$ cat config.mk
export PLATFORM = sky130hd
export DESIGN_NAME = coarse_ctrl
export DESIGN_NICKNAME = d
export VERILOG_FILES = /design/src/rtl/coarse_ctrl.sv
export SDC_FILE = /design/constraint.sdc
export NUM_CORES = 1
export LEC_CHECK = 0
export BUFFER_PORTS_ARGS = -buffer_cell sky130_fd_sc_hd__buf_2
export CORE_ASPECT_RATIO = 1.4
export CORE_MARGIN = 2
export CORE_UTILIZATION = 45
export CTS_CLUSTER_DIAMETER = 150
export DETAILED_ROUTE_END_ITERATION = 10
export PLACE_DENSITY_LB_ADDON = 0.1
export SLEW_MARGIN = 20
export SYNTH_ARGS = -nofsm -noshare
export SYNTH_HDL_FRONTEND = slang
export SYNTH_SLANG_ARGS = --single-unit
$ cat constraint.sdc
create_clock -name clk -period 2.35 [get_ports clk]
set_clock_uncertainty 0.2 [all_clocks]
set_input_delay 0.47 -clock clk [delete_from_list [all_inputs] [get_ports clk]]
set_output_delay 0.47 -clock clk [all_outputs]
set_load 0.01 [all_outputs]
$ cat src/rtl/coarse_ctrl.sv
// -----------------------------------------------------------------------------
// coarse_ctrl
//
// Coarse-stage controller of the delay-line tuning loop. It sits at the far end
// of the fine shift register's carry interface: every one-cycle wrap pulse from
// the fine stage moves a saturating coarse code by one cell. The code is also
// driven out as a thermometer select for the coarse delay cells.
//
// After each accepted coarse step the fine stage is gated off (fine_en low) for
// SETTLE_CYC cycles so the coarse delay can settle before fine tracking resumes.
// A run of LOCK_CYC consecutive carry-free tracking cycles raises locked. A
// carry that would push the code past either end sets the sticky sat_err flag.
//
// Ports
//   clk            system clock, rising edge
//   rst            asynchronous, active-low reset
//   enable         loop enable; low forces the idle state
//   carry_in_incr  fine stage wrapped upward (one-cycle pulse)
//   carry_in_decr  fine stage wrapped downward (one-cycle pulse)
//   fine_en        registered enable to the fine stage
//   coarse_code    binary coarse setting, 0..COARSE_NUM
//   coarse_sel     registered thermometer, bit i = (i < coarse_code)
//   locked         registered lock indicator
//   sat_err        sticky saturation flag
// -----------------------------------------------------------------------------
module coarse_ctrl #(
   parameter int COARSE_NUM = 8,
   parameter int INIT_CODE  = 4,
   parameter int SETTLE_CYC = 4,
   parameter int LOCK_CYC   = 64,
   localparam int CW        = $clog2(COARSE_NUM + 1)
) (
   input  logic                  clk,
   input  logic                  rst,
   input  logic                  enable,
   input  logic                  carry_in_incr,
   input  logic                  carry_in_decr,
   output logic                  fine_en,
   output logic [CW-1:0]         coarse_code,
   output logic [COARSE_NUM-1:0] coarse_sel,
   output logic                  locked,
   output logic                  sat_err
);

   // Counter widths: each must hold its largest value (LOCK_CYC for the quiet
   // counter, SETTLE_CYC-1 for the settle counter).
   localparam int QW = $clog2(LOCK_CYC + 1);
   localparam int SW = $clog2(SETTLE_CYC + 1);

   localparam logic [CW-1:0] MAX_CODE    = CW'(COARSE_NUM);
   localparam logic [CW-1:0] RST_CODE    = CW'(INIT_CODE);
   localparam logic [QW-1:0] LOCK_MAX    = QW'(LOCK_CYC);
   localparam logic [SW-1:0] SETTLE_LOAD = SW'(SETTLE_CYC - 1);

   // Loop states
   localparam logic [1:0] S_IDLE   = 2'd0;
   localparam logic [1:0] S_TRACK  = 2'd1;
   localparam logic [1:0] S_SETTLE = 2'd2;

   // --------------------------------------------------------------------------
   // State registers and their next values
   // --------------------------------------------------------------------------
   logic [1:0]            state_reg,   state_next;
   logic [CW-1:0]         code_reg,    code_next;
   logic [COARSE_NUM-1:0] sel_reg,     sel_next;
   logic                  fine_en_reg, fine_en_next;
   logic                  locked_reg,  locked_next;
   logic                  sat_reg,     sat_next;
   logic [SW-1:0]         settle_reg,  settle_next;
   logic [QW-1:0]         quiet_reg,   quiet_next;

   // Carry decode. Both pulses at once is an illegal combination from the fine
   // stage; it is treated as "not quiet" but causes no step.
   logic carry_any;
   logic carry_both;
   logic at_top;
   logic at_bottom;

   assign carry_any  = carry_in_incr | carry_in_decr;
   assign carry_both = carry_in_incr & carry_in_decr;
   assign at_top     = (code_reg == MAX_CODE);
   assign at_bottom  = (code_reg == '0);

   // --------------------------------------------------------------------------
   // Next-state logic
   // --------------------------------------------------------------------------
   always_comb begin
      state_next   = state_reg;
      code_next    = code_reg;
      fine_en_next = fine_en_reg;
      locked_next  = locked_reg;
      sat_next     = sat_reg;
      settle_next  = settle_reg;
      quiet_next   = quiet_reg;

      if (!enable) begin
         // Disabling wins over everything, including a carry in this cycle.
         // The code and the sticky flag survive so the loop resumes where it
         // left off.
         state_next   = S_IDLE;
         fine_en_next = 1'b0;
         locked_next  = 1'b0;
         quiet_next   = '0;
         settle_next  = '0;
      end else begin
         case (state_reg)
            S_IDLE: begin
               state_next   = S_TRACK;
               fine_en_next = 1'b1;
               locked_next  = 1'b0;
               quiet_next   = '0;
            end

            S_TRACK: begin
               if (carry_any) begin
                  // Any carry activity breaks the quiet run.
                  quiet_next  = '0;
                  locked_next = 1'b0;
                  if (!carry_both) begin
                     if (carry_in_incr) begin
                        if (at_top) begin
                           sat_next = 1'b1;
                        end else begin
                           code_next    = code_reg + CW'(1);
                           state_next   = S_SETTLE;
                           fine_en_next = 1'b0;
                           settle_next  = SETTLE_LOAD;
                        end
                     end else begin
                        if (at_bottom) begin
                           sat_next = 1'b1;
                        end else begin
                           code_next    = code_reg - CW'(1);
                           state_next   = S_SETTLE;
                           fine_en_next = 1'b0;
                           settle_next  = SETTLE_LOAD;
                        end
                     end
                  end
               end else begin
                  // Quiet counter saturates at LOCK_CYC so lock holds for as
                  // long as tracking stays carry-free.
                  if (quiet_reg != LOCK_MAX) begin
                     quiet_next = quiet_reg + QW'(1);
                  end
                  locked_next = (quiet_next == LOCK_MAX);
               end
            end

            S_SETTLE: begin
               // Carries are ignored here: the fine stage is gated off and any
               // pulse is a leftover of the step just taken.
               if (settle_reg == '0) begin
                  state_next   = S_TRACK;
                  fine_en_next = 1'b1;
               end else begin
                  settle_next = settle_reg - SW'(1);
               end
            end

            default: begin
               // Unused encoding: fall back to a safe idle.
               state_next   = S_IDLE;
               fine_en_next = 1'b0;
               locked_next  = 1'b0;
               quiet_next   = '0;
               settle_next  = '0;
            end
         endcase
      end
   end

   // --------------------------------------------------------------------------
   // Thermometer select, computed from the next code so coarse_sel changes on
   // the same edge as coarse_code.
   // --------------------------------------------------------------------------
   generate
      for (genvar gi = 0; gi < COARSE_NUM; gi++) begin : g_therm
         assign sel_next[gi] = (code_next > CW'(gi));
      end
   endgenerate

   // Reset value of the thermometer, derived the same way from INIT_CODE.
   logic [COARSE_NUM-1:0] sel_rst;

   generate
      for (genvar gi = 0; gi < COARSE_NUM; gi++) begin : g_therm_rst
         assign sel_rst[gi] = (RST_CODE > CW'(gi));
      end
   endgenerate

   // --------------------------------------------------------------------------
   // Registers
   // --------------------------------------------------------------------------
   always_ff @(posedge clk or negedge rst) begin
      if (!rst) begin
         state_reg   <= S_IDLE;
         code_reg    <= RST_CODE;
         sel_reg     <= sel_rst;
         fine_en_reg <= 1'b0;
         locked_reg  <= 1'b0;
         sat_reg     <= 1'b0;
         settle_reg  <= '0;
         quiet_reg   <= '0;
      end else begin
         state_reg   <= state_next;
         code_reg    <= code_next;
         sel_reg     <= sel_next;
         fine_en_reg <= fine_en_next;
         locked_reg  <= locked_next;
         sat_reg     <= sat_next;
         settle_reg  <= settle_next;
         quiet_reg   <= quiet_next;
      end
   end

   assign fine_en     = fine_en_reg;
   assign coarse_code = code_reg;
   assign coarse_sel  = sel_reg;
   assign locked      = locked_reg;
   assign sat_err     = sat_reg;

endmodule

# Word level (Yosys, flattened, before mapping)

Index checks and enable logic that the tools add are counted.

Add/subtract/negate cells: 4
Order comparisons: 8
Equal/unequal tests: 14
Mux-type cells: 44
Bitwise operators: 3
Reductions and logical operators: 7

Operators by type and width:

| kind                | count |
|---|---|
| $mux 7              | 6 |
| $mux 4              | 7 |
| $mux 3              | 7 |
| $gt 4x3->1 const B  | 4 |
| $mux 2              | 7 |
| $pmux 7 s2          | 1 |
| $mux 1              | 12 |
| $ne 3x3->1 const B  | 4 |
| $reduce_and 6->1    | 2 |
| $pmux 3 s3          | 1 |
| $gt 4x1->1 const B  | 2 |
| $gt 4x2->1 const B  | 2 |
| $ne 4x4->1 const B  | 2 |
| $add 7x1->7 const B | 1 |
| $eq 7x7->1 const B  | 1 |
| $ne 7x7->1 const B  | 1 |
| $pmux 2 s3          | 1 |
| $reduce_and 5->1    | 1 |
| $add 4x1->4 const B | 1 |
| $eq 4x4->1 const B  | 1 |
| $logic_not 4->1     | 1 |
| $ne 2x2->1 const B  | 2 |
| $sub 4x1->4 const B | 1 |
| $logic_not 3->1     | 1 |
| 11 further kinds    | 11 |

Flip-flop bits (word level): 27

# Logic depth before layout (Yosys ltp)

Word-level depth: 9
Mapped depth: 7
Depth with buffers taken out: 7

# Worst setup path after synthesis

No wires, ideal clock.

Kind: flip-flop to flip-flop
Start point: register code_reg[1], in the netlist coarse_code[1]
End point: register settle_reg[0]
Library setup time: 0.125 ns
Data arrival time: 1.744 ns
Path slack: 0.282 ns
Cell stages (with the launch flop): 8
Path buffers: 0
Cells stage by stage: dfrtp_1 -> inv_1 -> ha_1 -> nand2b_1 -> o21ai_0 -> a221o_1 -> nand2_1 -> mux2_2

Cells in the longest elaborated chain, start to end: 3

Ends and longest elaborated chain:

| what                                          | line   | source |
|---|---|---|
| from (decl)                                   | 64     | `logic [CW-1:0] code_reg, code_next;` |
| from (signal assigned)                        | 207    | `code_reg <= code_next;` |
| $eq 4x4->1 or $logic_not 4->1 (tied branches) | 81, 82 |  |
| $ne 4x4->1 (no source line)                   | -      |  |
| $reduce_and 6->1 (no source line) *           | -      |  |
| to (signal assigned)                          | 212    | `settle_reg <= settle_next;` |
| to (decl)                                     | 69     | `logic [SW-1:0] settle_reg, settle_next;` |

Every way passes the cells marked *; elsewhere a longest branch is shown, timed or not.
A chain may end at the register's enable or synchronous reset.

# Worst setup path after layout

Start point: register code_reg[1], in the netlist coarse_code[1]
End point: register sel_reg[5], in the netlist coarse_sel[5]

Cells in the longest elaborated chain, start to end: 8

Ends and longest elaborated chain:

| what                                      | line     | source |
|---|---|---|
| $sub 4x1->4, or another cell as far along | 133      | `code_next = code_reg - CW'(1);` |
| $mux 4, on equally long branches          | 130, 121 |  |
| $mux 4 *                                  | 120      | `if (carry_in_incr) begin` |
| $mux 4 *                                  | 119      | `if (!carry_both) begin` |
| $mux 4 *                                  | 115      | `if (carry_any) begin` |
| $mux 4 *                                  | 106      | `case (state_reg)` |
| $mux 4 *                                  | 96       | `if (!enable) begin` |
| via code_next[3]                          | 64       |  |
| $gt 4x3->1 *                              | 179      | `assign sel_next[gi] = (code_next > CW'(gi));` |
| via sel_next[5]                           | 65       | `logic [COARSE_NUM-1:0] sel_reg, sel_next;` |
| to (signal assigned)                      | 199      | `sel_reg <= sel_rst;` |
| to (signal assigned)                      | 208      | `sel_reg <= sel_next;` |
| to (decl)                                 | 65       |  |

Mark *: on every way through the listed nets, which the timed path passes. The rest lies on a longest branch.

==> summary.md <==
| Metric | Value |
|---|---|
| Pint | `992 uW` |
| Mapped Cells | `168` |
| Static leakage | `0.792 nW` |
| Startpoint Class | `register` |
| Share of layout cells above drive strength 1 | `0.217` |
| Largest net degree at the start of global routing | `27` |
| Worst slew pin tran | `0.600 ns` |
| EDFF count, synth | `0` |
| Minimum clock period | `2.18 ns` |
| TritonCTS Buffers | `3` |
| Average routed wire per standard cell | `14.3 um` |
| Switching pwr | `501 uW` |
| Starting density of the core | `0.472` |
| Commonest non-fill, non-tap cell in the layout | `dfrtp_1` |
| Failing checks | `negative hold slack` |
| Gpl congestion | `0.822` |
| GRT Util Overall | `0.182` |
| Area delta synth->final | `13.7%` |
| # diodes | `0` |
| Synth top area cells | `dfrtp_1 33%, dfstp_2 8.2%, ha_1 7.8%` |
| Sequential power share | `0.396` |
| Pwr dens | `817 nW/um^2` |
| Synth cell types | `45` |
| Synthesized area per cell | `9.58 um^2` |
| Die Ht | `74.8 um` |
| CP Class | `reg -> reg` |
| Initial antenna violation count | `0` |
| TritonCTS clock tree | `yes` |
| Synth top area share | `0.327` |
| Finished Cell Area | `1830 um^2` |
| DR pass1 iterations | `4` |
| Placed inst area | `1740 um^2` |
| Multi-input logic area | `880 um^2` |
| Critical path required time | `2.31 ns` |
| Congestion Overflow GR | `0` |
| Worst hold path class | `in -> async` |
| Synthesized cell area | `1610 um^2` |
| Slew headroom | `0.600` |
| Worst skew pair latency | `0.27 ns` |
| Register area share after synthesis | `0.408` |
| CTS root buffer | `clkbuf_8` |
| Die Wd | `54.5 um` |
| Final nets | `205` |
| Mapped Nets | `183` |
| Max Slew Vio Count | `0` |
| Hold Slack | `-0.0128 ns` |
| Hold Vio Cnt, Final | `6` |
| Fillers | `321` |
| Core Region | `3410 um^2` |
| Max Freq | `460 MHz` |
| FF+latch area | `658 um^2` |
| CTS Hold Bufs | `0` |
| Async SR Flop Fraction | `1.00` |
| First-pass GRT wire length | `5620 um` |
| Top Ports | `20` |
| Die area | `4080 um^2` |
| Sw Share | `0.336` |
| Vias per cell | `5.60` |
| WL final | `3270 um` |
| Max-capacitance violation count | `0` |
| DR DRC count | `0` |
| Area leader, netlist | `dfrtp_1` |
| Worst VDD drop | `0.433 mV` |
| Row Count | `25` |
| Post-route ant nets | `0` |
| Clock sinks | `26` |
| Status | `finished with violations` |
| Finish-stage setup viols | `0` |
| Final Cycle Share | `0.926` |
| Power share of the combinational group | `0.358` |
| RSZ-0062 raised after global routing | `false` |
| Number of I/O port buffers | `19` |
| Worst Path Arrival | `2.14 ns` |
| Endpoint class of the critical path | `register` |
| Post-synth top flop | `dfrtp_1` |
| Ys Warns | `0` |
| Final HPWL DP | `2450 um` |
| CTS H-tree depth | `1` |
| Power share of the clock group | `0.246` |
| Synthesis-stage register bit count | `26` |
| Via count | `1282` |
| Worst r2r path cells | `6` |
| Most frequent cells in the layout | `20 x dfrtp_1, 19 x buf_2, 17 x o21ai_0` |
| Number of global-route vias before repair | `1283` |
| Worst-path fanout max | `8` |
| Initial DRC Count | `28` |
| CTS clock-pin slew for the worst setup and hold paths | `0.09 ns` |
| Clock buffer depth | `2` |
layer usage:
| layer | share of wire | vias to the layer above | GRT usage |
|---|---|---|---|
| li1 | - | 641 | - |
| met1 | 0.45 | 624 | 0.230 |
| met2 | 0.52 | 15 | 0.324 |
| met3 | 0.024 | 2 | 0.0238 |
| met4 | 0.0049 | 0 | 0.0417 |
| met5 | 0 | - | 0 |
synthesized netlist by cell type, types with 2 or more instances:
library cell and number:
dfstp_2 5, o21ai_0 17, nor3_1 2, nand4_1 2
nand2b_1 8, o41ai_1 3, mux2_2 3, nor2_1 6
nor2b_1 6, and4b_1 2, clkbuf_1 2, o31ai_1 2
a32o_1 2, a21oi_1 5, xnor2_1 4, buf_4 3
xor2_1 5, nor4bb_1 2, nand3_1 5, and2_1 3
o211ai_1 2, nand2_1 14, inv_1 14, ha_1 10
dfrtp_1 21
repair_timing:
action                                  in CTS  in global routing
pin swaps                                    1                  0
resized for setup                            0                  3
endpoints found under the hold margin        0                  0
endpoints found under the setup margin       2                 10
setup buffers                                1                  0
final timing paths:
path / slack, ns / to / startpoint
min reg2reg: 0.30 / sat_err$_DFFE_PN0P_ / sat_err$_DFFE_PN0P_
min in group clk: 0.30 / sat_err$_DFFE_PN0P_ / sat_err$_DFFE_PN0P_
max in group asynchronous: 1.52 / coarse_code[0]$_DFF_PN0_ / rst
min: -0.01 / state_reg[0]$_DFFE_PN0P_ / rst
max: 0.17 / coarse_sel[5]$_DFF_PN0_ / coarse_code[1]$_DFF_PN0_
max reg2reg: 0.17 / coarse_sel[5]$_DFF_PN0_ / coarse_code[1]$_DFF_PN0_
cells by family after synthesis:
group,count (synthesis),share of synthesized area
AO/OA/AOI/OAI,41,0.171
AND/OR/NAND/NOR,59,0.215
buffers and inverters,19,0.0513
adder cells (fa/ha/maj),10,0.0778
XOR/XNOR,9,0.0490
flip-flops,26,0.408
multiplexers,4,0.0272
worst max-delay path: stages, from the launching register on:
cell,delay [ns]
dfrtp_1,0.40
buf_4,0.16
or4_1,0.54
a211o_1,0.32
a22oi_2,0.20
inv_1,0.09
a21o_1,0.16
final cells by class:
| cell class | instances | share of cell area |
|---|---|---|
| Multi-Input combinational cell | 123 | 0.481 |
| Sequential cell | 26 | 0.360 |
| Timing Repair Buffer | 22 | 0.0643 |
| Inverter | 14 | 0.0287 |
| Tap cell | 40 | 0.0274 |
| Clock buffer | 3 | 0.0226 |
| Clock inverter | 1 | 0.0164 |
power groups by stage:
stage	registers [mW]	logic, mW	clock network, mW
finish	0.592	0.535	0.367
global placement	0.595	0.522	0
global route	0.601	0.610	0.400
floorplan	0.627	0.328	0
detailed placement	0.598	0.526	0
CTS	0.590	0.534	0.378
per-stage QoR:
step | setup WS, ns | utilization | TNS, ns | power, mW | std cells
floorplan | 0.282 | - | 0 | 0.955 | 168
detailed placement | -0.0248 | 0.510 | -0.0317 | 1.12 | 224
finish | 0.175 | 0.537 | 0 | 1.49 | 229
global placement | -0.0128 | 0.510 | -0.0128 | 1.12 | 224
global route | 0.00680 | 0.537 | 0 | 1.61 | 229
CTS | 0.00926 | 0.533 | 0 | 1.50 | 229
(Power assumes the default switching activity.)
